<file path="src/rtl/maple_frame_receiver_if.sv">
// Maple receiver bus bundle: the two raw controller lines and enable into the
// receiver, plus the decoded byte stream and frame status back out.
//   controller_pin1 / controller_pin5 : raw SDCKA / SDCKB, asynchronous
//   enable                            : permit new start patterns
//   data / data_valid                 : received byte and its one-cycle strobe
//   frame_start / frame_done          : one-cycle frame boundary strobes
//   byte_count / crc_ok / error_code  : frame status, valid from frame_done
// slave is the receiver side, master is the side driving the lines.
interface maple_frame_receiver_if #(
   parameter int COUNT_W = 11
);
   logic               controller_pin1;
   logic               controller_pin5;
   logic               enable;
   logic [7:0]         data;
   logic               data_valid;
   logic               frame_start;
   logic               frame_done;
   logic [COUNT_W-1:0] byte_count;
   logic               crc_ok;
   logic [1:0]         error_code;

   modport slave (
      input  controller_pin1, controller_pin5, enable,
      output data, data_valid, frame_start, frame_done,
             byte_count, crc_ok, error_code
   );

   modport master (
      output controller_pin1, controller_pin5, enable,
      input  data, data_valid, frame_start, frame_done,
             byte_count, crc_ok, error_code
   );
endinterface

</file>
<file path="src/rtl/maple_frame_receiver.sv">
// Oversampled Dreamcast Maple bus frame receiver. Both bus lines are
// synchronized to clock; falling edges of the synchronized lines drive a
// start / two-phase data / end decoder. Bytes are assembled MSB first and
// streamed out with a strobe; each frame ends with a status report.
// Ports:
//   clock : system clock, rising edge
//   reset : synchronous, active-high
//   bus   : maple_frame_receiver_if.slave (lines in, byte stream and status out)
module maple_frame_receiver #(
   parameter int SYNC_STAGES    = 2,
   parameter int MAX_BYTES      = 1028,
   parameter int TIMEOUT_CYCLES = 4096,
   parameter int COUNT_W        = 11
) (
   input logic                   clock,
   input logic                   reset,
   maple_frame_receiver_if.slave bus
);
   localparam int IDLE_W = $clog2(TIMEOUT_CYCLES + 1);

   typedef enum logic [2:0] {IDLE, START, DATA_A, DATA_B, DONE} state_t;

   state_t state, state_next;

   logic [SYNC_STAGES-1:0] sync1, sync5;
   logic                   prev1, prev5;
   logic                   s1, s5, fall1, fall5, any_event;

   logic [IDLE_W-1:0]  idle_cnt;
   logic [2:0]         start_cnt;
   logic [2:0]         bit_cnt;
   logic               timeout;

   logic               accept, commit, latch_prov;
   logic [1:0]         fsm_err;

   logic               prov;
   logic [7:0]         shift;
   logic [7:0]         byte_p0;
   logic               vld_p0;

   logic [COUNT_W-1:0] frame_bytes;
   logic [7:0]         chk;
   logic [1:0]         err;
   logic               overflow;

   logic [7:0]         data_r;
   logic               data_valid_r, frame_start_r, frame_done_r, crc_ok_r;
   logic [COUNT_W-1:0] byte_count_r;
   logic [1:0]         error_code_r;

   // Start-pulse counter saturates so a long burst can never wrap back to 4.
   function automatic logic [2:0] sat_inc3(input logic [2:0] v);
      return (v == 3'd7) ? v : v + 3'd1;
   endfunction

   // ---- synchronizer and falling-edge detect ----
   // Idle bus level is high, so reset the chains high to avoid a false edge.
   always_ff @(posedge clock) begin
      if (reset) begin
         sync1 <= '1;
         sync5 <= '1;
         prev1 <= 1'b1;
         prev5 <= 1'b1;
      end else begin
         sync1 <= {sync1[SYNC_STAGES-2:0], bus.controller_pin1};
         sync5 <= {sync5[SYNC_STAGES-2:0], bus.controller_pin5};
         prev1 <= s1;
         prev5 <= s5;
      end
   end

   assign s1        = sync1[SYNC_STAGES-1];
   assign s5        = sync5[SYNC_STAGES-1];
   assign fall1     = prev1 & ~s1;
   assign fall5     = prev5 & ~s5;
   assign any_event = fall1 | fall5;
   assign timeout   = (idle_cnt == IDLE_W'(TIMEOUT_CYCLES - 1)) && !any_event;
   assign overflow  = vld_p0 && (frame_bytes == COUNT_W'(MAX_BYTES));

   // ---- frame decoder ----
   always_ff @(posedge clock) begin
      if (reset) state <= IDLE;
      else       state <= state_next;
   end

   always_comb begin
      state_next = state;
      accept     = 1'b0;
      commit     = 1'b0;
      latch_prov = 1'b0;
      fsm_err    = 2'd0;
      case (state)
         IDLE: begin
            if (bus.enable && !s1 && s5) state_next = START;
         end
         START: begin
            if (s1) begin
               if (start_cnt == 3'd4) begin
                  accept     = 1'b1;
                  state_next = DATA_A;
               end else begin
                  state_next = IDLE;
               end
            end
         end
         DATA_A: begin
            // Any pin5 fall here (alone or together with pin1) is a collision.
            if (fall5) begin
               fsm_err    = 2'd2;
               state_next = DONE;
            end else if (fall1) begin
               latch_prov = 1'b1;
               state_next = DATA_B;
            end else if (timeout) begin
               fsm_err    = 2'd2;
               state_next = DONE;
            end
         end
         DATA_B: begin
            if (fall1 && fall5) begin
               fsm_err    = 2'd2;
               state_next = DONE;
            end else if (fall5) begin
               commit     = 1'b1;
               state_next = DATA_A;
            end else if (fall1) begin
               // Second pin1 fall with pin5 low is the end pattern; the
               // provisional bit is dropped. Pin5 high here is not a legal
               // pattern and is treated as a collision.
               state_next = DONE;
               if (s5)                  fsm_err = 2'd2;
               else if (bit_cnt != 3'd0) fsm_err = 2'd1;
            end else if (timeout) begin
               fsm_err    = 2'd2;
               state_next = DONE;
            end
         end
         DONE:    state_next = IDLE;
         default: state_next = IDLE;
      endcase
   end

   // ---- bit assembly (p0: completed byte) ----
   always_ff @(posedge clock) begin
      if (latch_prov) prov <= s5;
      if (commit) begin
         shift   <= {shift[5:0], prov, s1};
         byte_p0 <= {shift[5:0], prov, s1};
      end
   end

   // ---- control, counters and output stage (p1: emitted byte, status) ----
   always_ff @(posedge clock) begin
      if (reset) begin
         idle_cnt      <= '0;
         start_cnt     <= 3'd0;
         bit_cnt       <= 3'd0;
         vld_p0        <= 1'b0;
         frame_bytes   <= '0;
         chk           <= 8'h00;
         err           <= 2'd0;
         data_r        <= 8'h00;
         data_valid_r  <= 1'b0;
         frame_start_r <= 1'b0;
         frame_done_r  <= 1'b0;
         byte_count_r  <= '0;
         crc_ok_r      <= 1'b0;
         error_code_r  <= 2'd0;
      end else begin
         if ((state == DATA_A || state == DATA_B) && !any_event)
            idle_cnt <= idle_cnt + IDLE_W'(1);
         else
            idle_cnt <= '0;

         if (state != START) start_cnt <= 3'd0;
         else if (fall5)     start_cnt <= sat_inc3(start_cnt);

         frame_start_r <= accept;
         frame_done_r  <= (state == DONE);
         data_valid_r  <= 1'b0;
         vld_p0        <= commit && (bit_cnt == 3'd6);

         if (accept)      bit_cnt <= 3'd0;
         else if (commit) bit_cnt <= (bit_cnt == 3'd6) ? 3'd0 : bit_cnt + 3'd2;

         if (accept) begin
            frame_bytes <= '0;
            chk         <= 8'h00;
         end else if (vld_p0 && !overflow) begin
            data_r       <= byte_p0;
            data_valid_r <= 1'b1;
            frame_bytes  <= frame_bytes + COUNT_W'(1);
            chk          <= chk ^ byte_p0;
         end

         // First error in a frame wins.
         if (accept)             err <= 2'd0;
         else if (err == 2'd0) begin
            if (overflow)               err <= 2'd3;
            else if (fsm_err != 2'd0)   err <= fsm_err;
         end

         if (state == DONE) begin
            byte_count_r <= frame_bytes;
            error_code_r <= err;
            crc_ok_r     <= (chk == 8'h00) && (frame_bytes != '0) && (err == 2'd0);
         end
      end
   end

   assign bus.data        = data_r;
   assign bus.data_valid  = data_valid_r;
   assign bus.frame_start = frame_start_r;
   assign bus.frame_done  = frame_done_r;
   assign bus.byte_count  = byte_count_r;
   assign bus.crc_ok      = crc_ok_r;
   assign bus.error_code  = error_code_r;
endmodule

</file>
<file path="src/flat_wrapper.sv">
// flat-port wrapper written by rule: the top's interface ports become plain ports
module maple_frame_receiver_flat 
#(
   parameter int SYNC_STAGES    = 2,
   parameter int MAX_BYTES      = 1028,
   parameter int TIMEOUT_CYCLES = 4096,
   parameter int COUNT_W        = 11
)
  (clock, reset, bus_controller_pin1, bus_controller_pin5, bus_enable, bus_data, bus_data_valid, bus_frame_start, bus_frame_done, bus_byte_count, bus_crc_ok, bus_error_code);
  maple_frame_receiver_if #(.COUNT_W(COUNT_W)) bus_i ();
  input logic clock;
  input logic reset;
  input wire logic [$bits(bus_i.controller_pin1)-1:0] bus_controller_pin1;
  input wire logic [$bits(bus_i.controller_pin5)-1:0] bus_controller_pin5;
  input wire logic [$bits(bus_i.enable)-1:0] bus_enable;
  output wire logic [$bits(bus_i.data)-1:0] bus_data;
  output wire logic [$bits(bus_i.data_valid)-1:0] bus_data_valid;
  output wire logic [$bits(bus_i.frame_start)-1:0] bus_frame_start;
  output wire logic [$bits(bus_i.frame_done)-1:0] bus_frame_done;
  output wire logic [$bits(bus_i.byte_count)-1:0] bus_byte_count;
  output wire logic [$bits(bus_i.crc_ok)-1:0] bus_crc_ok;
  output wire logic [$bits(bus_i.error_code)-1:0] bus_error_code;
  assign bus_i.controller_pin1 = bus_controller_pin1;
  assign bus_i.controller_pin5 = bus_controller_pin5;
  assign bus_i.enable = bus_enable;
  assign bus_data = bus_i.data;
  assign bus_data_valid = bus_i.data_valid;
  assign bus_frame_start = bus_i.frame_start;
  assign bus_frame_done = bus_i.frame_done;
  assign bus_byte_count = bus_i.byte_count;
  assign bus_crc_ok = bus_i.crc_ok;
  assign bus_error_code = bus_i.error_code;
  maple_frame_receiver #(.SYNC_STAGES(SYNC_STAGES), .MAX_BYTES(MAX_BYTES), .TIMEOUT_CYCLES(TIMEOUT_CYCLES), .COUNT_W(COUNT_W)) u_core (.clock(clock), .reset(reset), .bus(bus_i));
endmodule
</file>
<file path="config.mk">
export PLATFORM = sky130hd
export DESIGN_NAME = maple_frame_receiver_flat
export DESIGN_NICKNAME = d
export VERILOG_FILES = /design/src/rtl/maple_frame_receiver_if.sv /design/src/rtl/maple_frame_receiver.sv /design/src/flat_wrapper.sv
export SDC_FILE = /design/constraint.sdc
export NUM_CORES = 1
export LEC_CHECK = 0
export ABC_AREA = 1
export CORE_MARGIN = 3
export CORE_UTILIZATION = 45
export DETAILED_ROUTE_END_ITERATION = 16
export PLACE_DENSITY_LB_ADDON = 0.15
export SLEW_MARGIN = 20
export SYNTH_ARGS = -nofsm -noshare
export SYNTH_HDL_FRONTEND = slang
export SYNTH_SLANG_ARGS = --single-unit
</file>
<file path="constraint.sdc">
create_clock -name clock -period 2.2 [get_ports clock]
set_input_delay 0.22 -clock clock [delete_from_list [all_inputs] [get_ports clock]]
set_output_delay 0.22 -clock clock [all_outputs]
set_load 0.02 [all_outputs]
</file>
Word level (Yosys, flattened, before mapping)
Cells that the tools add are included.
- bits in registers: 84
- output and inout port bits: 25
- word-level logic and storage cells: 106
- add/sub/neg operators: 4
- equality and inequality tests: 12
- multiplexer cells: 32
- bitwise logic cells: 9
- reductions and logical operators: 28
- operator list (cell ; count):
    $mux W3 ; 9
    $mux W2 ; 10
    $add A13 B1 Y13 const B ; 1
    $eq A13 B12 Y1 const B ; 1
    $eq A3 B3 Y1 const B ; 4
    $pmux W3 S4 ; 1
    $add A11 B1 Y11 const B ; 1
    $eq A11 B11 Y1 const B ; 1
    $mux W1 ; 11
    $reduce_bool A11 Y1 ; 1
    $logic_and A1 B1 Y1 ; 10
    $logic_not A8 Y1 ; 1
    $reduce_and A2 Y1 ; 4
    $xor A8 B8 Y8 ; 1
    $eq A3 B2 Y1 const B ; 2
    $reduce_or A2 Y1 ; 3
    $not A1 Y1 ; 5
    $ne A2 B1 Y1 const B ; 2
    $pmux W2 S2 ; 1
    $reduce_bool A2 Y1 ; 2
    $add A3 B1 Y3 const B ; 1
    $add A3 B2 Y3 const B ; 1
    $eq A3 B1 Y1 const B ; 1
    $logic_not A1 Y1 ; 3
    other kinds (7) ; 8

Logic depth before layout (Yosys ltp)
- depth after elaboration: 13
- mapped depth: 10
- mapped depth without buffers: 10

Least setup slack after synthesis
No wires, ideal clock.
- path type: reg2reg
- from: register u_core.frame_bytes[0]
- to: register u_core.data_r[5], in the netlist u_core.bus.data[5]
- library setup time: 0.132 ns
- arrival: 1.339 ns
- path slack: 0.729 ns
- cell stages (with the launch flop): 9
- period minus slack after synthesis: 1.471 ns
- cell sequence: dfxtp_1 -> inv_1 -> ha_1 -> nand3_2 -> nor3_4 -> nor2_8 -> buf_2 -> nand3_1 -> a21oi_1
- cells in the longest elaborated chain, start to end: 5
- ends and longest elaborated chain (what ; line ; source):
    from (decl) ; maple_frame_receiver.sv:42 ; logic [COUNT_W-1:0] frame_bytes;
    from (signal assigned) ; maple_frame_receiver.sv:193 ; frame_bytes <= frame_bytes + COUNT_W'(1);
    $eq A11 B11 Y1 ; maple_frame_receiver.sv:79 ; assign overflow = vld_p0 && (frame_bytes == COUNT_W'(MAX_BYTES));
    $logic_and A1 B1 Y1 ; maple_frame_receiver.sv:79 ;
    $logic_not A1 Y1 ; maple_frame_receiver.sv:190 ; end else if (vld_p0 && !overflow) begin
    $logic_and A1 B1 Y1 ; maple_frame_receiver.sv:190 ;
    $reduce_and A2 Y1 (no source line) ; - ;
    to (signal assigned) ; maple_frame_receiver.sv:191 ; data_r <= byte_p0;
    to (decl) ; maple_frame_receiver.sv:47 ; logic [7:0] data_r;
Every way passes these cells.
A chain may end at the register's enable or synchronous reset.

Final worst setup path
- from: register u_core.frame_bytes[0]
- to: register u_core.chk[1]
- cells in the longest elaborated chain, start to end: 4
- ends and longest elaborated chain (what ; line ; source):
    $eq A11 B11 Y1 ; maple_frame_receiver.sv:79 ;
    $logic_and A1 B1 Y1 ; maple_frame_receiver.sv:79 ;
    $logic_not A1 Y1 ; maple_frame_receiver.sv:190 ;
    $logic_and A1 B1 Y1 ; maple_frame_receiver.sv:190 ;
    to (signal assigned) ; maple_frame_receiver.sv:194 ; chk <= chk ^ byte_p0;
    to (decl) ; maple_frame_receiver.sv:43 ; logic [7:0] chk;
Every way passes these cells.

==> flow_summary.toml <==
[status]
status = "complete, no violations"

[finish]
multi_input_area_um2 = 1494
mostFrequentLayoutCell = "dfxtp_1"
postLayoutCellArea_um2 = 4113
nFillCells = 673
diodes = 0
final_cell_mix = "dfxtp_1, nand2_1, a21oi_1, inv_1, clkdlybuf4s50_1"
synthToLayoutAreaGrowth_pct = 16.77
ff_latch_area_um2 = 1752
drive_gt1_share_pct = 13.82
fin_nets = 464
stdcell_count = 555

[min_path]
hp-class = "flop to flop"

[timing]
final-max-slew-violation-count = 0
timing.slew.headroom_pct = 58.83
setup_tns_ps = 0
finClkSkew_ps = 7.642
post-route-period-util_pct = 80.35
max_freq_mhz = 565.7
setup_viol = 0
rsz0062_at_grt = "no"
finalHoldViolCount = 0
finalCriticalPeriod_ps = 1768
worst_pin_slew_ps = 616.9

[clock_tree]
cts-root-buf = "clkbuf_8"
htreeDepth = 3
tritoncts = "done"
cts_resized = 0
cts_buffer_depth = 2
cts_made_buffers = 9
clk_latency_ps = 340
cts.sinks = 83
clk_pin_slew_ps = 80
postCtsSetupRepairBufs = 0
holdBufCountCts = 0

[power_and_ir_drop]
ir_worst_vdd_mv = 0.7252
power.density_nw_per_um2 = 673.2
power_w = 0.002769
total_leakage_power_nw = 1.511

[synth]
yosysSeqAreaShare_pct = 49.73
synth_flop_cell = "dfxtp_1"
synth_edf_count = 9
synth_nets = 431
synthCells = 418
synth_area_per_cell_um2 = 8.426
synth_area_um2 = 3522
yosys_register_bits = 83
async_reset_ff_share_pct = 0
ys_warn_count = 0
synthDistinctLibCells = 36

[routing]
drt_iter0_markers = 138
firstDrtPassIters = 4
drt-total-wl_um = 6741
vias_per_cell = 4.923
drc = 0
ant_nets = 0
vias = 2732
drt-wirelength-per-cell_um = 12.15

[global_route]
met2_usage_pct = 26.30
grt_use_met3_pct = 4.781
use_met1_pct = 21.30
grt_usage_pct = 16.42
grt_pass1_wl_um = 11630
overflow = 0
grt_start_max_net_pins = 29
top_usage_layer = "met2"
antenna_found_initial = 0
grt_pass1_vias = 2616

[critical_path]
worstSetupEndpointType = "flop"
crit_arrival_ps = 2010
required_ps = 2440
crit_fanout = 23
startpoint_type = "flop"
critPathKind = "flop to flop"

[floorplan]
ios = 30
start_util_pct = 47.54
rows = 31
fp.dieH_um = 94.47
design.core.area_um2 = 7408
dieArea_um2 = 8925
die_x_um = 94.47

[placed_design]
dp_cells = 539
place_hpwl_um = 4809
port_buffers = 29
gp_congestion = 0.8933
dpl_cell_area_um2 = 3900

[flow_run]
maxCapViolCount = 0
[flip-flops by register name, indices dropped and copies added (netlist names), 2 cells and up]
| register | flops |
|---|---|
| u_core.shift | 8 |
| u_core.sync1 | 2 |
| u_core.sync5 | 2 |
| u_core.frame_bytes | 11 |
| u_core.err | 2 |
| u_core.start_cnt | 3 |
| u_core.bus.error_code | 2 |
| u_core.idle_cnt | 13 |
| u_core.state | 3 |
| u_core.chk | 8 |
| u_core.bit_cnt | 2 |
| u_core.bus.byte_count | 11 |
| u_core.bus.data | 8 |
[per-stage QoR]
| step | hold slack [ps] | util [%] | worst slack, ps |
|---|---|---|---|
| after floorplan | 323.8 | - | 728.7 |
| after CTS | 414.5 | 55.51 | 429.3 |
| final | 411.4 | 55.51 | 432.4 |
| after global routing | 431.2 | 55.51 | 286.8 |
| after detailed placement | 395.8 | 52.64 | 447.5 |
| after global placement | 393.3 | 52.64 | 488.1 |
[layout make-up]
cell class                      instances  area share (%)
Clock buffer                           12           4.016
Timing Repair Buffer                   33           7.788
Sequential cell                        83           42.59
Multi-Input combinational cell        268           36.32
Clock inverter                          4           1.156
Inverter                               56           5.111
Tap cell                               99           3.012
[critical path, cell delays in order (launching register included)]
cell     delay (ps)
dfxtp_1         410
inv_1           120
ha_1            230
nand3_2         100
nor3_4           60
nor2_8          320
buf_4           220
nand2_4          50
o21ai_2         120
a21oi_2          40
[where the power goes]
part           internal [W]  switching, W
clock network      0.000614      0.000520
registers           0.00153     0.0000107
logic             0.0000325     0.0000571
total               0.00218      0.000588
[layer usage]
metal,share of wire (%),wire (um),vias to the layer above
li1,-,-,1443
met1,48,3228,1224
met2,47,3155,55
met3,3.9,265,10
met4,1.4,92,0
met5,0,0,-
[worst paths after layout]
check | startpoint | to | slack (ps) | depth (start not counted)
worst max-delay path | u_core.frame_bytes[0]$_SDFFE_PP0P_ | u_core.chk[1]$_SDFFE_PP0P_ | 430 | 9
worst min-delay path | u_core.sync1[0]$_SDFF_PP1_ | u_core.sync1[1]$_SDFF_PP1_ | 410 | 1
worst max register to register | u_core.frame_bytes[0]$_SDFFE_PP0P_ | u_core.chk[1]$_SDFFE_PP0P_ | 430 | 9
worst min register to register | u_core.sync1[0]$_SDFF_PP1_ | u_core.sync1[1]$_SDFF_PP1_ | 410 | 1
[kinds of logic (layout without fill, tap and decap cells)]
kind of cell               count (synthesis)  after routing  share of synthesized area (%)
buffers and inverters                     67            105                          7.851
adders and majority gates                  8              8                          2.842
AOI/OAI and AO/OA                        100            100                          16.02
xor gates and xnor gates                   9              9                          2.238
and+or+nand+nor                          151            151                          21.31
DFF                                       83             83                          49.73
[synth_stat cells (2+ instances only)]
library cell / instances / area [um^2]
nand4_1: 6 / 37.54
a21oi_2: 7 / 61.31
xor2_1: 7 / 61.31
o31ai_1: 2 / 15.01
nand2_2: 3 / 18.77
clkbuf_1: 3 / 11.26
nor3_1: 13 / 65.06
nand2_1: 70 / 262.8
inv_1: 46 / 172.7
ha_1: 8 / 100.1
buf_2: 5 / 25.02
o21ai_0: 27 / 135.1
a21oi_1: 49 / 245.2
o21ai_2: 5 / 43.79
edfxtp_1: 9 / 270.3
buf_6: 2 / 22.52
o21ai_1: 5 / 25.02
dfxtp_1: 74 / 1481
nand3_2: 3 / 30.03
nand2_4: 6 / 67.56
or2_2: 4 / 25.02
nand3_1: 19 / 95.09
xnor2_1: 2 / 17.52
nor2_2: 3 / 18.77
nor2_1: 20 / 75.07
inv_2: 9 / 33.78
o2111ai_1: 2 / 17.52
Note: power is estimated with default switching activity, not from simulation.
